**config.mk**
```make
export PLATFORM = sky130hd
export DESIGN_NAME = ins_fetch_seq
export DESIGN_NICKNAME = d
export VERILOG_FILES = /design/src/rtl/ins_fetch_seq.sv
export SDC_FILE = /design/constraint.sdc
export NUM_CORES = 1
export LEC_CHECK = 0
export ABC_CLOCK_PERIOD_IN_PS = 2800
export BUFFER_PORTS_ARGS = -buffer_cell sky130_fd_sc_hd__buf_2
export CAP_MARGIN = 20
export CORE_MARGIN = 4
export CORE_UTILIZATION = 30
export DETAILED_ROUTE_END_ITERATION = 10
export SETUP_SLACK_MARGIN = 0.05
export SLEW_MARGIN = 20
export SYNTH_ARGS = -nofsm -noshare
export SYNTH_HDL_FRONTEND = slang
export SYNTH_SLANG_ARGS = --single-unit
```
**constraint.sdc**
```tcl
create_clock -name clk -period 2.8 [get_ports clk]
set_clock_uncertainty 0.2 [all_clocks]
set_input_delay 0.56 -clock clk [delete_from_list [all_inputs] [get_ports clk]]
set_output_delay 0.56 -clock clk [all_outputs]
set_load 0.05 [all_outputs]
```
**src/rtl/ins_fetch_seq.sv**
```systemverilog
`default_nettype none
// +----------------------------------------------------------------------------+
// | Module   : ins_fetch_seq                                                   |
// | Purpose  : Instruction fetch sequencer for the 12-bit soft-core program    |
// |            ROM. Owns the PC, registers fetched words into an instruction   |
// |            register handed out over valid/ready, and executes jump, call   |
// |            and return redirects through an internal return-address stack.  |
// | Ports    : clk, rst_n          clock, async active-low reset              |
// |            start, halt         control (start pulse, halt level)          |
// |            rom_addr, rom_data  program ROM interface (combinational read) |
// |            ir, ir_pc, ir_valid instruction register toward the decoder    |
// |            ir_ready            decoder accepts ir                         |
// |            br_jump/call/ret,   redirect request for the accepted          |
// |            br_target           instruction                                |
// |            sp_level            return-stack occupancy                     |
// |            busy, fault,        status (RUN, sticky stack fault + code)    |
// |            fault_code                                                     |
// | Revision : 1.0  initial release                                            |
// +----------------------------------------------------------------------------+
module ins_fetch_seq #(
  parameter int AW          = 11,
  parameter int DW          = 12,
  parameter int STACK_DEPTH = 8,
  parameter int RESET_PC    = 0
) (
  input  logic          clk,
  input  logic          rst_n,
  input  logic          start,
  input  logic          halt,
  output logic [AW-1:0] rom_addr,
  input  logic [DW-1:0] rom_data,
  output logic [DW-1:0] ir,
  output logic [AW-1:0] ir_pc,
  output logic          ir_valid,
  input  logic          ir_ready,
  input  logic          br_jump,
  input  logic          br_call,
  input  logic          br_ret,
  input  logic [AW-1:0] br_target,
  output logic [3:0]    sp_level,
  output logic          busy,
  output logic          fault,
  output logic [1:0]    fault_code
);

  // Occupancy counter must represent 0..STACK_DEPTH inclusive.
  localparam int SPW = $clog2(STACK_DEPTH + 1);
  localparam int IW  = $clog2(STACK_DEPTH);

  typedef enum logic [1:0] {
    S_IDLE  = 2'd0,
    S_RUN   = 2'd1,
    S_HALT  = 2'd2,
    S_FAULT = 2'd3
  } state_t;

  state_t           state, state_d;
  logic [AW-1:0]    pc, pc_d;
  logic [DW-1:0]    ir_d;
  logic [AW-1:0]    ir_pc_d;
  logic             ir_valid_d;
  logic [SPW-1:0]   sp, sp_d;
  logic             fault_d;
  logic [1:0]       fault_code_d;
  logic             push;
  logic             accept;
  logic [AW-1:0]    ret_addr;
  logic [AW-1:0]    stack [STACK_DEPTH];

  assign accept   = ir_valid && ir_ready;
  assign ret_addr = ir_pc + AW'(1);   // wraps modulo 2^AW

  assign rom_addr   = pc;
  assign busy       = (state == S_RUN);
  assign sp_level   = 4'(sp);

  // Next-state and datapath decision. Priority inside RUN:
  // halt > return > call > jump > fetch > hold.
  always_comb begin
    state_d      = state;
    pc_d         = pc;
    ir_d         = ir;
    ir_pc_d      = ir_pc;
    ir_valid_d   = ir_valid;
    sp_d         = sp;
    fault_d      = fault;
    fault_code_d = fault_code;
    push         = 1'b0;

    case (state)
      S_IDLE: begin
        if (start) state_d = S_RUN;
      end

      S_RUN: begin
        if (halt) begin
          state_d    = S_HALT;
          ir_valid_d = 1'b0;
        end else if (accept && br_ret) begin
          if (sp == '0) begin
            state_d      = S_FAULT;
            fault_d      = 1'b1;
            fault_code_d = 2'b10;
            ir_valid_d   = 1'b0;
          end else begin
            pc_d       = stack[IW'(sp - SPW'(1))];
            sp_d       = sp - SPW'(1);
            ir_valid_d = 1'b0;
          end
        end else if (accept && br_call) begin
          if (sp == SPW'(STACK_DEPTH)) begin
            state_d      = S_FAULT;
            fault_d      = 1'b1;
            fault_code_d = 2'b01;
            ir_valid_d   = 1'b0;
          end else begin
            push       = 1'b1;
            sp_d       = sp + SPW'(1);
            pc_d       = br_target;
            ir_valid_d = 1'b0;
          end
        end else if (accept && br_jump) begin
          pc_d       = br_target;
          ir_valid_d = 1'b0;
        end else if (!ir_valid || ir_ready) begin
          ir_d       = rom_data;
          ir_pc_d    = pc;
          ir_valid_d = 1'b1;
          pc_d       = pc + AW'(1);
        end
      end

      default: ;  // HALT and FAULT are terminal until reset
    endcase
  end

  always_ff @(posedge clk or negedge rst_n) begin
    if (!rst_n) begin
      state      <= S_IDLE;
      pc         <= AW'(RESET_PC);
      ir         <= '0;
      ir_pc      <= '0;
      ir_valid   <= 1'b0;
      sp         <= '0;
      fault      <= 1'b0;
      fault_code <= 2'b00;
    end else begin
      state      <= state_d;
      pc         <= pc_d;
      ir         <= ir_d;
      ir_pc      <= ir_pc_d;
      ir_valid   <= ir_valid_d;
      sp         <= sp_d;
      fault      <= fault_d;
      fault_code <= fault_code_d;
    end
  end

  // Stack storage carries no reset; occupancy alone defines which entries
  // are meaningful.
  always_ff @(posedge clk) begin
    if (push) stack[IW'(sp)] <= ret_addr;
  end

endmodule
`default_nettype wire

```
==> results of run 1 <==
-- final cells by class --
cell class                 instances  area, sq um  share of cell area [%]
sequential                       132         3745                   52.34
multi-input combinational        255         1962                   27.42
timing repair buffer              97        550.5                   7.695
clock buffer                      18        429.2                   5.999
tap                              260        325.3                   4.547
clock inverter                    14        118.9                   1.661
inverter                           6        23.77                  0.3323
-- per-layer routing --
metal / global-route usage [%] / share of wire, %
met5: 0 / 0.091
met4: 5.456 / 2.4
met3: 3.362 / 6.4
met2: 21.41 / 48
met1: 17.44 / 43
-- critical path, cell delays in order, from the launching register on --
cell	delay [ns]
dfrtp_2	0.40
clkinv_2	0.12
ha_4	0.21
xor2_4	0.36
mux4_2	0.56
mux2_2	0.27
a21oi_1	0.14
o21ai_1	0.07
-- power groups by stage --
stage	registers (mW)	clock network, mW	logic (mW)
floorplan	2.48	0	0.457
global placement	2.30	0	0.899
detailed placement	2.30	0	0.912
CTS	2.26	2.08	0.913
global route	2.28	2.16	0.972
finish	2.27	2.03	0.905
-- kinds of logic after synthesis --
| logic type | after synthesis | share of synthesized area, % |
|---|---|---|
| buf+inv | 26 | 1.989 |
| compound gates | 63 | 6.638 |
| mux | 48 | 12.93 |
| xor+xnor | 19 | 3.005 |
| simple gates | 121 | 9.881 |
| flops | 132 | 64.69 |
| fa+ha+maj | 4 | 0.8649 |
-- path summary, 6_finish.rpt --
| check | depth (start not counted) | slack, ns | from | end |
|---|---|---|---|---|
| max | 7 | 0.35 | sp_level[0] | rom_addr[4] |
| min | 2 | 0.17 | rom_data[4] | ir[4] |
| max reg2reg | 7 | 0.35 | sp_level[0] | rom_addr[4] |
| min reg2reg | 1 | 0.27 | fault | fault |
| max in group asynchronous | 2 | 1.48 | rst_n | sp_level[0] |
| min in group asynchronous | 2 | 0.49 | rst_n | sp_level[3] |
-- layout by cell type (no fill, tap or decap), types with 2 or more instances in the layout --
master / netlist / layout
edfxtp_1: 88 / 88
buf_2: 8 / 72
dfrtp_1: 44 / 43
nand2_1: 40 / 40
nand3_1: 25 / 25
mux2_2: 24 / 24
buf_4: 2 / 24
nor2_1: 21 / 21
a21oi_1: 19 / 19
mux4_2: 19 / 19
o21ai_0: 17 / 17
clkbuf_16: 0 / 17
xnor2_1: 10 / 10
a31oi_1: 9 / 9
xor2_1: 8 / 8
or3_1: 6 / 6
and3_1: 5 / 5
inv_1: 5 / 5
nor2b_1: 5 / 5
nor3_1: 7 / 5
mux2i_1: 5 / 5
clkinvlp_4: 0 / 5
nand2b_1: 4 / 4
clkinv_4: 0 / 4
inv_6: 0 / 4
o21ai_1: 3 / 3
ha_1: 4 / 3
nor3_2: 0 / 2
o21bai_1: 2 / 2
a2111oi_0: 2 / 2
or4_1: 2 / 2
-- sequential cells by signal, indices dropped and copies added, names as in the netlist --
register / count
stack: 88
ir: 12
ir_pc: 11
rom_addr: 11
sp_level: 4
fault_code: 2
state: 2
fault: 1
ir_valid: 1
-- timing repair --
action	CTS	global route
setup endpoints to repair	0	0
hold buffers	0	1
endpoints found under the hold margin	0	22
==> impl_metrics.env, run 1 <==
export IMPL_netlist_area_sq_um=5787
export IMPL_synth_fp_nets=448
export IMPL_synth_edff_count=88
export IMPL_final_max_slew_viol_count=0
export IMPL_cts_num_sinks=132
export IMPL_drive_gt1_share_pct=34.48
export IMPL_synth_top_area_share_pct=45.66
export IMPL_avgSynthCellArea_sq_um=14.01
export IMPL_p_sw_mw=1.580
export IMPL_hold_viol=0
export IMPL_ys_seq_area_share_pct=64.69
export IMPL_antenna_found_initial=1
export IMPL_cts_root_buf="clkbuf_16"
export IMPL_fin_crit_sh_pct=87.52
export IMPL_ys_top_cells_by_count="edfxtp_1 (88), dfrtp_1 (44), nand2_1 (40)"
export IMPL_ys_warnings_count=0
export IMPL_firstDrtPassIters=5
export IMPL_grt_max_degree=45
export IMPL_clk_pin_slew_ns=0.06
export IMPL_final_util_pct=37.99
export IMPL_dp_cells=749
export IMPL_hpwl_um=9874
export IMPL_p_leak_nw=2.868
export IMPL_synth_most_common_cell="edfxtp_1"
export IMPL_holdWs_ns=0.1733
export IMPL_setup_worst_path_start_class="register"
export IMPL_rows=50
export IMPL_ir_worst_vdd_uv=460.6
export IMPL_stdcell_area_sq_um=7154
export IMPL_fin_ws_ns=0.3494
export IMPL_cts_setup_buffers=0
export IMPL_rsz0062_at_grt="false"
export IMPL_required_ns=2.90
export IMPL_die_area_sq_um=21580
export IMPL_ios=74
export IMPL_place_gp_congestion=0.8505
export IMPL_yosys_cell_types_count=47
export IMPL_grt_usage_pct=13.38
export IMPL_drt_iter0_markers=342
export IMPL_ant_nets=0
export IMPL_slew_headroom_pct=49.62
export IMPL_cp_end_kind="register"
export IMPL_drc=0
export IMPL_initial_core_util_pct=30.73
export IMPL_tightest_slew_ns=0.7503
export IMPL_netlist_instances=413
export IMPL_async_reset_ff_share_pct=33.33
export IMPL_grt_overflow=0
export IMPL_arrival_ns=2.55
export IMPL_synth_area_leaders="edfxtp_1 (46%), dfrtp_1 (19%), mux4_2 (7.4%)"
export IMPL_vias=3899
export IMPL_setup_violations=0
export IMPL_wire_per_inst_um=18.25
export IMPL_power_share_clock_pct=39.1
export IMPL_outcome="completed"
export IMPL_clock_path_buffers=2
export IMPL_ys_ff_latch=132
export IMPL_fin_setup_tns_ns=0
export IMPL_wirelength_um=14270
export IMPL_synth_top_area_cell="edfxtp_1"
export IMPL_grt_pass1_vias=3898
export IMPL_min_path_type="in -> reg"
export IMPL_io_buffer_count=73
export IMPL_cp_max_fo=8
export IMPL_fill_cells=1770
export IMPL_cts_tree="built"
export IMPL_final_nets=544
export IMPL_powerDensity_nw_per_um2=727.3
export IMPL_cts_made_buffers=17
export IMPL_grt_pass1_wl_um=22310
export IMPL_core_sq_um=18830
export IMPL_ctsHtreeMaxLevel=4
export IMPL_p_sw_share_pct=30.37
export IMPL_cts_resized_gates=0
export IMPL_final_cells=782
export IMPL_insertion_delay_ns=0.42
export IMPL_fp_dieH_um=146.9
export IMPL_synth_top_flop_cell="edfxtp_1"
export IMPL_total_power_mw=5.203
export IMPL_clock_fmax_mhz=408.1
export IMPL_syn_to_final_growth_pct=23.63
export IMPL_pwr_share_comb_pct=17.4
export IMPL_seqPwrFrac_pct=43.5
export IMPL_antenna_cells=0
export IMPL_pre_cts_ws_ns=0.3378
export IMPL_maxCapViolCount=0
export IMPL_fp_dieW_um=146.9
export IMPL_period_minus_slack_ns=2.451
export IMPL_critPathKind="reg -> reg"
export IMPL_routed_via_density=4.986
export IMPL_placed_area_sq_um=6594
export IMPL_p_int_mw=3.623
Note: power is estimated with default switching activity, not from simulation.
==> run 2: changes to the inputs <==
BUFFER_PORTS_ARGS = default   (was -buffer_cell sky130_fd_sc_hd__buf_2)
CTS_BUF_LIST = sky130_fd_sc_hd__clkbuf_8   (was default)
DONT_BUFFER_PORTS = 1   (was default)
==> impl_metrics.env, run 2 (synthesis results as in run 1) <==
export IMPL_outcome="completed"
export IMPL_arrival_ns=2.50
export IMPL_final_util_pct=36.11
export IMPL_clk_pin_slew_ns=0.08
export IMPL_firstDrtPassIters=5
export IMPL_p_leak_nw=2.575
export IMPL_largest_reg_flops=88
export IMPL_period_minus_slack_ns=2.376
export IMPL_dp_cells=695
export IMPL_largest_register="stack"
export IMPL_drive_gt1_share_pct=27.23
export IMPL_cpPeakStageDelay_ns=0.53
export IMPL_rsz0062_at_grt="false"
export IMPL_ctsHtreeMaxLevel=4
export IMPL_io_buffer_count=0
export IMPL_antenna_cells=0
export IMPL_pwr_share_comb_pct=17.7
export IMPL_setup_worst_path_start_class="register"
export IMPL_antenna_found_initial=0
export IMPL_wire_per_inst_um=19.20
export IMPL_hold_viol=0
export IMPL_reg_largest_list="stack (88), ir (12)"
export IMPL_powerDensity_nw_per_um2=689.0
export IMPL_setup_violations=0
export IMPL_cts_num_sinks=132
export IMPL_drc=0
export IMPL_hpwl_um=9854
export IMPL_cts_tree="built"
export IMPL_fin_setup_tns_ns=0
export IMPL_fin_crit_sh_pct=84.87
export IMPL_place_gp_congestion=0.7974
export IMPL_rows=50
export IMPL_syn_to_final_growth_pct=17.49
export IMPL_final_cells=730
export IMPL_holdWs_ns=0.07339
export IMPL_power_share_clock_pct=33.0
export IMPL_cp_max_fo=6
export IMPL_wirelength_um=14020
export IMPL_fp_dieH_um=146.9
export IMPL_layout_commonest_cell="edfxtp_1"
export IMPL_grt_usage_pct=13.11
export IMPL_tightest_slew_ns=0.7295
export IMPL_crit_path_top_delay_cell="mux4_2"
export IMPL_clock_path_buffers=2
export IMPL_final_nets=492
export IMPL_cts_root_buf="clkbuf_8"
export IMPL_slew_headroom_pct=51.02
export IMPL_insertion_delay_ns=0.44
export IMPL_final_max_slew_viol_count=0
export IMPL_grt_pass1_wl_um=21740
export IMPL_final_seq_area_sq_um=3745
export IMPL_multiInputGateArea_sq_um=1962
export IMPL_p_sw_mw=1.502
export IMPL_grt_overflow=0
export IMPL_ios=74
export IMPL_grt_pass1_vias=3761
export IMPL_hp_start="rom_data[8]"
export IMPL_ir_worst_vdd_uv=344.4
export IMPL_crit_start="sp_level[0]"
export IMPL_p_sw_share_pct=32.07
export IMPL_cp_end_kind="register"
export IMPL_initial_core_util_pct=30.73
export IMPL_required_ns=2.92
export IMPL_ant_nets=0
export IMPL_grt_max_degree=45
export IMPL_maxCapViolCount=0
export IMPL_r2r_start="sp_level[0]"
export IMPL_cts_made_buffers=17
export IMPL_crit_chain="clkinv_2 -> ha_4 -> xor2_4 -> mux4_2 -> mux2_2 -> a21oi_1 -> o21ai_1"
export IMPL_vias=3621
export IMPL_p_int_mw=3.182
export IMPL_fp_dieW_um=146.9
export IMPL_clock_fmax_mhz=420.8
export IMPL_fill_cells=1789
export IMPL_drt_iter0_markers=289
export IMPL_min_path_type="in -> reg"
export IMPL_routed_via_density=4.960
export IMPL_most_common_layout_cells="edfxtp_1 (88), dfrtp_1 (43), buf_4 (42)"
export IMPL_die_area_sq_um=21580
export IMPL_seqPwrFrac_pct=49.3
export IMPL_critPathKind="reg -> reg"
export IMPL_core_sq_um=18830
## run 2: changes by cell type in the layout (fill, tap and decap cells not counted), moves of 3 or more
| cell | previous run | this run |
|---|---|---|
| buf_2 | 72 | 0 |
| buf_4 | 24 | 42 |
| clkbuf_16 | 17 | 0 |
| clkbuf_8 | 0 | 17 |
| clkinv_4 | 4 | 1 |
| inv_6 | 4 | 7 |
## run 2: what timing repair did
item,CTS,global route
hold buffers,2,1
gates resized for setup,0,0
setup buffers,0,0
hold endpoints to repair,44,1
## run 2: critical path, delay by kind of cell (launching register included)
family | cells | cell delay [ns]
buf+inv | 1 | 0.11
mux | 2 | 0.82
compound gates | 2 | 0.23
flops | 1 | 0.42
xor+xnor | 1 | 0.27
fa+ha+maj | 1 | 0.21
## run 2: routing by layer
layer / track usage [%] / part of all wire, %
met3: 4.843 / 6.7
met5: 0 / 0
met1: 17.00 / 43
met2: 21.32 / 49
met4: 2.493 / 0.68
## run 2: power by group through the flow
stage | logic [mW] | registers [mW] | clock network [mW]
floorplan | 0.457 | 2.48 | 0
global placement | 0.801 | 2.35 | 0
global route | 0.896 | 2.32 | 1.68
finish | 0.829 | 2.31 | 1.55
CTS | 0.833 | 2.31 | 1.57
detailed placement | 0.811 | 2.35 | 0
## run 2: final timing paths
check	slack [ns]	depth (start not counted)	to
worst max-delay path	0.42	7	rom_addr[3]
worst min-delay path	0.07	1	ir[8]
worst max register to register	0.42	7	rom_addr[3]
worst min register to register	0.35	1	state[0]
max in group asynchronous	1.75	2	ir[2]
min in group asynchronous	0.41	2	fault_code[1]
## run 2: per-stage QoR
stage	cell area, sq um	power [mW]	worst slack [ns]
after global placement	6371	3.152	0.4847
after floorplan	5837	2.940	0.06409
after CTS	6789	4.717	0.4049
final	6799	4.684	0.4235
after detailed placement	6371	3.164	0.4173
after global routing	6799	4.896	0.3006
## run 2: final cells by class
type	instances	area share (%)
clock inverter	15	2.153
sequential	132	55.08
clock buffer	17	3.441
timing repair buffer	45	5.337
tap	260	4.785
inverter	6	0.3497
multi-input combinational	255	28.86
